**config.mk**
```make
export PLATFORM = sky130hd
export DESIGN_NAME = imem_fetch_unit_flat
export DESIGN_NICKNAME = d
export VERILOG_FILES = /design/src/rtl/imem_fetch_unit_if.sv /design/src/rtl/imem_fetch_unit.sv /design/src/flat_wrapper.sv
export SDC_FILE = /design/constraint.sdc
export NUM_CORES = 1
export LEC_CHECK = 0
export ABC_AREA = 0
export CORE_AREA = 10 10 118 120
export CTS_CLUSTER_DIAMETER = 60
export DETAILED_ROUTE_END_ITERATION = 12
export DIE_AREA = 0 0 128 130
export PLACE_DENSITY_LB_ADDON = 0.15
export SLEW_MARGIN = 15
export SYNTH_ARGS = -nofsm -noshare
export SYNTH_HDL_FRONTEND = slang
export SYNTH_SLANG_ARGS = --single-unit
```
**constraint.sdc**
```tcl
create_clock -name clk -period 3.75 [get_ports clk]
set_clock_uncertainty 0.15 [all_clocks]
set_input_delay 0.375 -clock clk [delete_from_list [all_inputs] [get_ports clk]]
set_output_delay 0.375 -clock clk [all_outputs]
set_load 0.01 [all_outputs]
```
**src/rtl/imem_fetch_unit_if.sv**
```systemverilog
// imem_fetch_unit_if: fetch-side bundle (control, imem read port, decode handshake, redirect)
//   master = fetch unit: drives imem_addr, out_valid, out_instr, out_pc
//   slave  = environment: drives start, stop, imem_data, out_ready, redirect_valid, redirect_pc
interface imem_fetch_unit_if #(
  parameter int ADDR_W = 8,
  parameter int DATA_W = 32
);
  logic              start;
  logic              stop;
  logic [ADDR_W-1:0] imem_addr;
  logic [DATA_W-1:0] imem_data;
  logic              out_valid;
  logic              out_ready;
  logic [DATA_W-1:0] out_instr;
  logic [ADDR_W-1:0] out_pc;
  logic              redirect_valid;
  logic [ADDR_W-1:0] redirect_pc;
  modport master (
    input  start, stop, imem_data, out_ready, redirect_valid, redirect_pc,
    output imem_addr, out_valid, out_instr, out_pc
  );
  modport slave (
    output start, stop, imem_data, out_ready, redirect_valid, redirect_pc,
    input  imem_addr, out_valid, out_instr, out_pc
  );
endinterface

```
**src/rtl/imem_fetch_unit.sv**
```systemverilog
// imem_fetch_unit: PC owner and instruction fetcher with a small prefetch FIFO toward decode
//   clk, rst : clock, asynchronous active-high reset
//   bus      : imem_fetch_unit_if.master (start/stop, imem_addr/imem_data, out_* handshake, redirect_*)
module imem_fetch_unit #(
  parameter int ADDR_W   = 8,
  parameter int DATA_W   = 32,
  parameter int RESET_PC = 0,
  parameter int DEPTH    = 2
) (
  input logic clk,
  input logic rst,
  imem_fetch_unit_if.master bus
);
  localparam int PTR_W = $clog2(DEPTH);
  localparam int CNT_W = PTR_W + 1;
  typedef enum logic {IDLE, RUN} state_t;
  state_t state, state_next;
  logic [ADDR_W-1:0] pc, pc_next, redir_pc, jump_pc;
  logic [DATA_W-1:0] buf_instr [DEPTH];
  logic [ADDR_W-1:0] buf_pc [DEPTH];
  logic [PTR_W-1:0] rd_ptr, wr_ptr;
  logic [CNT_W-1:0] count;
  logic push, pop, jump;
  assign bus.imem_addr = pc;
  assign bus.out_valid = count != '0;
  assign bus.out_instr = buf_instr[rd_ptr];
  assign bus.out_pc    = buf_pc[rd_ptr];
  assign redir_pc = bus.redirect_pc & ~ADDR_W'(3);
  assign jump_pc  = {bus.imem_data[ADDR_W-3:0], 2'b00};
  always_comb begin
    state_next = (state == IDLE && bus.start) ? RUN : (state == RUN && bus.stop) ? IDLE : state;
    // a redirect cancels both sides of the handshake, so the discarded head is never counted as consumed
    pop  = bus.out_valid & bus.out_ready & ~bus.redirect_valid;
    push = (state == RUN) & ~bus.stop & ~bus.redirect_valid & ((count != CNT_W'(DEPTH)) | pop);
    jump = bus.imem_data[DATA_W-1 -: 6] == 6'b000010;
    pc_next = bus.redirect_valid ? redir_pc : push ? (jump ? jump_pc : pc + ADDR_W'(4)) : pc;
  end
  always_ff @(posedge clk or posedge rst)
    if (rst) state <= IDLE;
    else state <= state_next;
  always_ff @(posedge clk or posedge rst) begin
    if (rst) begin
      pc     <= ADDR_W'(RESET_PC);
      rd_ptr <= '0;
      wr_ptr <= '0;
      count  <= '0;
      for (int i = 0; i < DEPTH; i++) begin
        buf_instr[i] <= '0;
        buf_pc[i]    <= '0;
      end
    end else begin
      pc <= pc_next;
      if (bus.redirect_valid) begin
        rd_ptr <= '0;
        wr_ptr <= '0;
        count  <= '0;
      end else begin
        rd_ptr <= rd_ptr + PTR_W'(pop);
        wr_ptr <= wr_ptr + PTR_W'(push);
        count  <= count + CNT_W'(push) - CNT_W'(pop);
      end
      if (push) begin
        buf_instr[wr_ptr] <= bus.imem_data;
        buf_pc[wr_ptr]    <= pc;
      end
    end
  end
endmodule

```
**src/flat_wrapper.sv**
```systemverilog
// flat-port wrapper written by rule: the top's interface ports become plain ports
module imem_fetch_unit_flat 
#(
  parameter int ADDR_W   = 8,
  parameter int DATA_W   = 32,
  parameter int RESET_PC = 0,
  parameter int DEPTH    = 2
)
  (clk, rst, bus_start, bus_stop, bus_imem_data, bus_out_ready, bus_redirect_valid, bus_redirect_pc, bus_imem_addr, bus_out_valid, bus_out_instr, bus_out_pc);
  imem_fetch_unit_if #(.ADDR_W(ADDR_W), .DATA_W(DATA_W)) bus_i ();
  input logic clk;
  input logic rst;
  input wire logic [$bits(bus_i.start)-1:0] bus_start;
  input wire logic [$bits(bus_i.stop)-1:0] bus_stop;
  input wire logic [$bits(bus_i.imem_data)-1:0] bus_imem_data;
  input wire logic [$bits(bus_i.out_ready)-1:0] bus_out_ready;
  input wire logic [$bits(bus_i.redirect_valid)-1:0] bus_redirect_valid;
  input wire logic [$bits(bus_i.redirect_pc)-1:0] bus_redirect_pc;
  output wire logic [$bits(bus_i.imem_addr)-1:0] bus_imem_addr;
  output wire logic [$bits(bus_i.out_valid)-1:0] bus_out_valid;
  output wire logic [$bits(bus_i.out_instr)-1:0] bus_out_instr;
  output wire logic [$bits(bus_i.out_pc)-1:0] bus_out_pc;
  assign bus_i.start = bus_start;
  assign bus_i.stop = bus_stop;
  assign bus_i.imem_data = bus_imem_data;
  assign bus_i.out_ready = bus_out_ready;
  assign bus_i.redirect_valid = bus_redirect_valid;
  assign bus_i.redirect_pc = bus_redirect_pc;
  assign bus_imem_addr = bus_i.imem_addr;
  assign bus_out_valid = bus_i.out_valid;
  assign bus_out_instr = bus_i.out_instr;
  assign bus_out_pc = bus_i.out_pc;
  imem_fetch_unit #(.ADDR_W(ADDR_W), .DATA_W(DATA_W), .RESET_PC(RESET_PC), .DEPTH(DEPTH)) u_core (.clk(clk), .rst(rst), .bus(bus_i));
endmodule
```
==> impl_results.md <==
* Detailed placement HPWL at between 6 and 7 mm
* Diodes inserted at 0
* Least-Margin Pin Slew at 654 ps
* Slowest stage delay, CP at around 790 ps
* Yosys Warn Count at 0
* Cell count after synthesis at 286
* I/O pin cnt at 95
* Synth cell types at 37
* Most frequent cells in the layout: mux2_2, clkdlybuf4s50_1, dfrtp_1, clkbuf_16
* Crit Path Class: reg -> out
* Root buf cell: clkbuf_16
* Clk_lat worst skew at 330 ps
* Final Net Count at approximately 430
* First-pass GRT wire length at roughly 15 mm
* Reg2Reg Setup Slack at 1250 ps
* Max-slew violations at 0
* Fillers at between 1k and 1.5k
* Die Span Y at ~130 um
* Maximum vdd drop at about 250 uV
* Layout cell share with drive strength beyond 1 at 38.1%
* Final setup viols at 0
* Post-layout min period at 2790 ps
* Util after Layout at 46.3%
* Placed insts at 514
* Type of origin of the critical path: flip-flop
* DRT iter0 DRCs at 115
* Critical path required time at 3220 ps
* Tcrit/Tclk final at 74.5%
* CTS Buf Count at 9
* GRT Overall Usage at between 10% and 20%
* Area Growth Syn to Fin at 35.6%
* Worst slew margin at 56.4%
* Endpoint class of the critical path: output pin
* Status: completed
* Routed length on met1 at 4.07 mm
* Post-route ant nets at 0
* Worst Setup SP: u_core.rd_ptr
* Ys async rst share at 100%
* Fmax achieved at 0.358 GHz
* Area leader, netlist: dfrtp_1
* Fin cells at 530
* Number of synthesized flops with an enable pin at 0
* Initial antenna violation count at 0
* Max Fanout on Critical Path at 25
* LEAKAGE at 2.34 nW
* Clock Path Buffers at 2
* Worst R2R Start: u_core.count[0]
* Storage cell area at 2180 um2
* Metal2 WL at ~4.7 mm
* Compound-gate portion of the synthesized area at 2.88%
* Row count at 40
* RD Place Congestion at 0.731
* Drt total wl at around 9.5 mm
* Core area at ~12000 um2
* Aggregate global routing overflow at 0
* Reg clk slew, reported paths at about 60 ps
* Register area share after synthesis at between 50% and 60%
* Largest net degree at the start of global routing at 88
* TritonCTS Sinks at 87
* I/O Buffers at 88
* Vias in the first global route at 2839
* Commonest non-fill, non-tap cell in the layout: mux2_2
* Largest family of logic cells by synthesized area: multiplexers
* Synthesized area at about 4000 um2
* DRT Pass-1 Iters at 4
* Mux cell area share after synthesis at 33.1%
* Top Layer Used: met4
* CTS H-Tree Depth at 3
* Max-Cap Viols at 0
* Initial Util at 34.1%
* Post-synthesis register bit count at between 80 and 90
* Die span in x at around 130 um
* Die area at approximately 17000 um2
* Post-synth top area share at a little over half
* R2R Path End: u_core.buf_instr[40]
* Post-CTS Setup Inserts at 0
* Xor/xnor share of the synthesized area at 1.10%
* CTS tree: done
* Post-CTS sizing at 0
* Post-synthesis adder-cell area fraction at 1.57%
* Vias at 2536
* Register-to-Register Path Depth at 6
* Routed length on met3 at 539 um
* Slowest-stage cell, CP: dfrtp_2
* Ranking of synthesized cells by area: dfrtp_1, mux2_2, ha_1
* Setup_tns at 0 ps
* Mean Syn Cell Area at 14.0 um2
* CP arrival at 2270 ps
* Multi-input gate area at 1710 um2
* Post-Synth Simple-Gate Area at 3.66%
* RSZ-0062 raised after global routing: no
* Vias per inst at 4.78
* Power Dens Cells at 638 nW/um2
* Hold buffers post-CTS at 0
* Fin. Hold Viols at 0
* Post-synth top flop: dfrtp_1
* HP Class: in -> async
* DR WL/cell at approximately 18 um
* DRC errors left at 0
* Critical-path cell list: buf_4 > mux2_2 > clkdlybuf4s50_1
## worst max path at each step
stage | cells past startpoint | slack [ps] | to
4_1_cts | 3 | 870 | bus_out_instr[18]
5_1_grt | 3 | 830 | bus_out_pc[5]
3_3_place_gp | 7 | 720 | u_core.buf_instr[58]
3_5_place_dp | 7 | 740 | u_core.buf_instr[58]
6_report | 3 | 960 | bus_out_instr[2]
2_1_floorplan | 1 | 970 | u_core.buf_instr[0]
## flip-flops by register name, summed over array words and instances, names as in the netlist
name and cells:
u_core.buf_instr 64, u_core.buf_pc 12, u_core.bus.imem_addr 6, u_core.count 2, u_core.rd_ptr 1, u_core.state 1
u_core.wr_ptr 1
## per-stage QoR
| stage | setup WS (ps) | total power, W | hold WS [ps] | instance area [um2] |
|---|---|---|---|---|
| global route | 828 | 0.00367 | 366 | 5420 |
| detailed placement | 735 | 0.00253 | 309 | 5090 |
| global placement | 721 | 0.00250 | 308 | 5090 |
| CTS | 868 | 0.00353 | 322 | 5420 |
| finish | 957 | 0.00346 | 300 | 5420 |
| floorplan | 975 | 0.00197 | 286 | 4010 |
## final cells by class
type,instances,area share (%)
Multi-Input combinational cell,175,31.6
Tap cell,147,3.39
Inverter,7,0.508
Sequential cell,87,40.2
Clock inverter,3,1.20
Timing Repair Buffer,98,18.3
Clock buffer,13,4.80
## synth_stat cells, drive strengths merged, types with 2 or more instances
cell type and n:
buf 6, mux2 114, nor2 7, nor2b 2, inv 7, mux2i 4, o21ai 2, nand2b 2
clkbuf 14, o221ai 2, a211oi 2, ha 5, nand2 7, xor2 2, o31ai 2, dfrtp 87
nand3 2, xnor2 3
## critical path: cells and delay by family (launching register included)
| family | cells | cell delay, ps |
|---|---|---|
| flip-flops | 1 | 790 |
| buffers and inverters | 2 | 780 |
| multiplexers | 1 | 350 |
## metal layers
layer | GRT usage (%) | up-vias
met3 | 3.49 | 11
met4 | 5.36 | 0
met1 | 14.0 | 1279
met2 | 19.1 | 50
li1 | - | 1196
met5 | 0 | -
## cell families (layout without fill, tap and decap cells)
logic type,after synthesis,after routing
mux,118,118
xor+xnor,5,5
other cells,1,4
compound gates,15,15
buf+inv,27,121
fa+ha+maj,5,5
flops,87,87
simple gates,28,28
## power breakdown
group	internal (W)	switching (W)
Sequential	0.00123	0.000160
Clock	0.000619	0.000351
Combinational	0.000722	0.000380
Power figures use the tool's default switching activity.
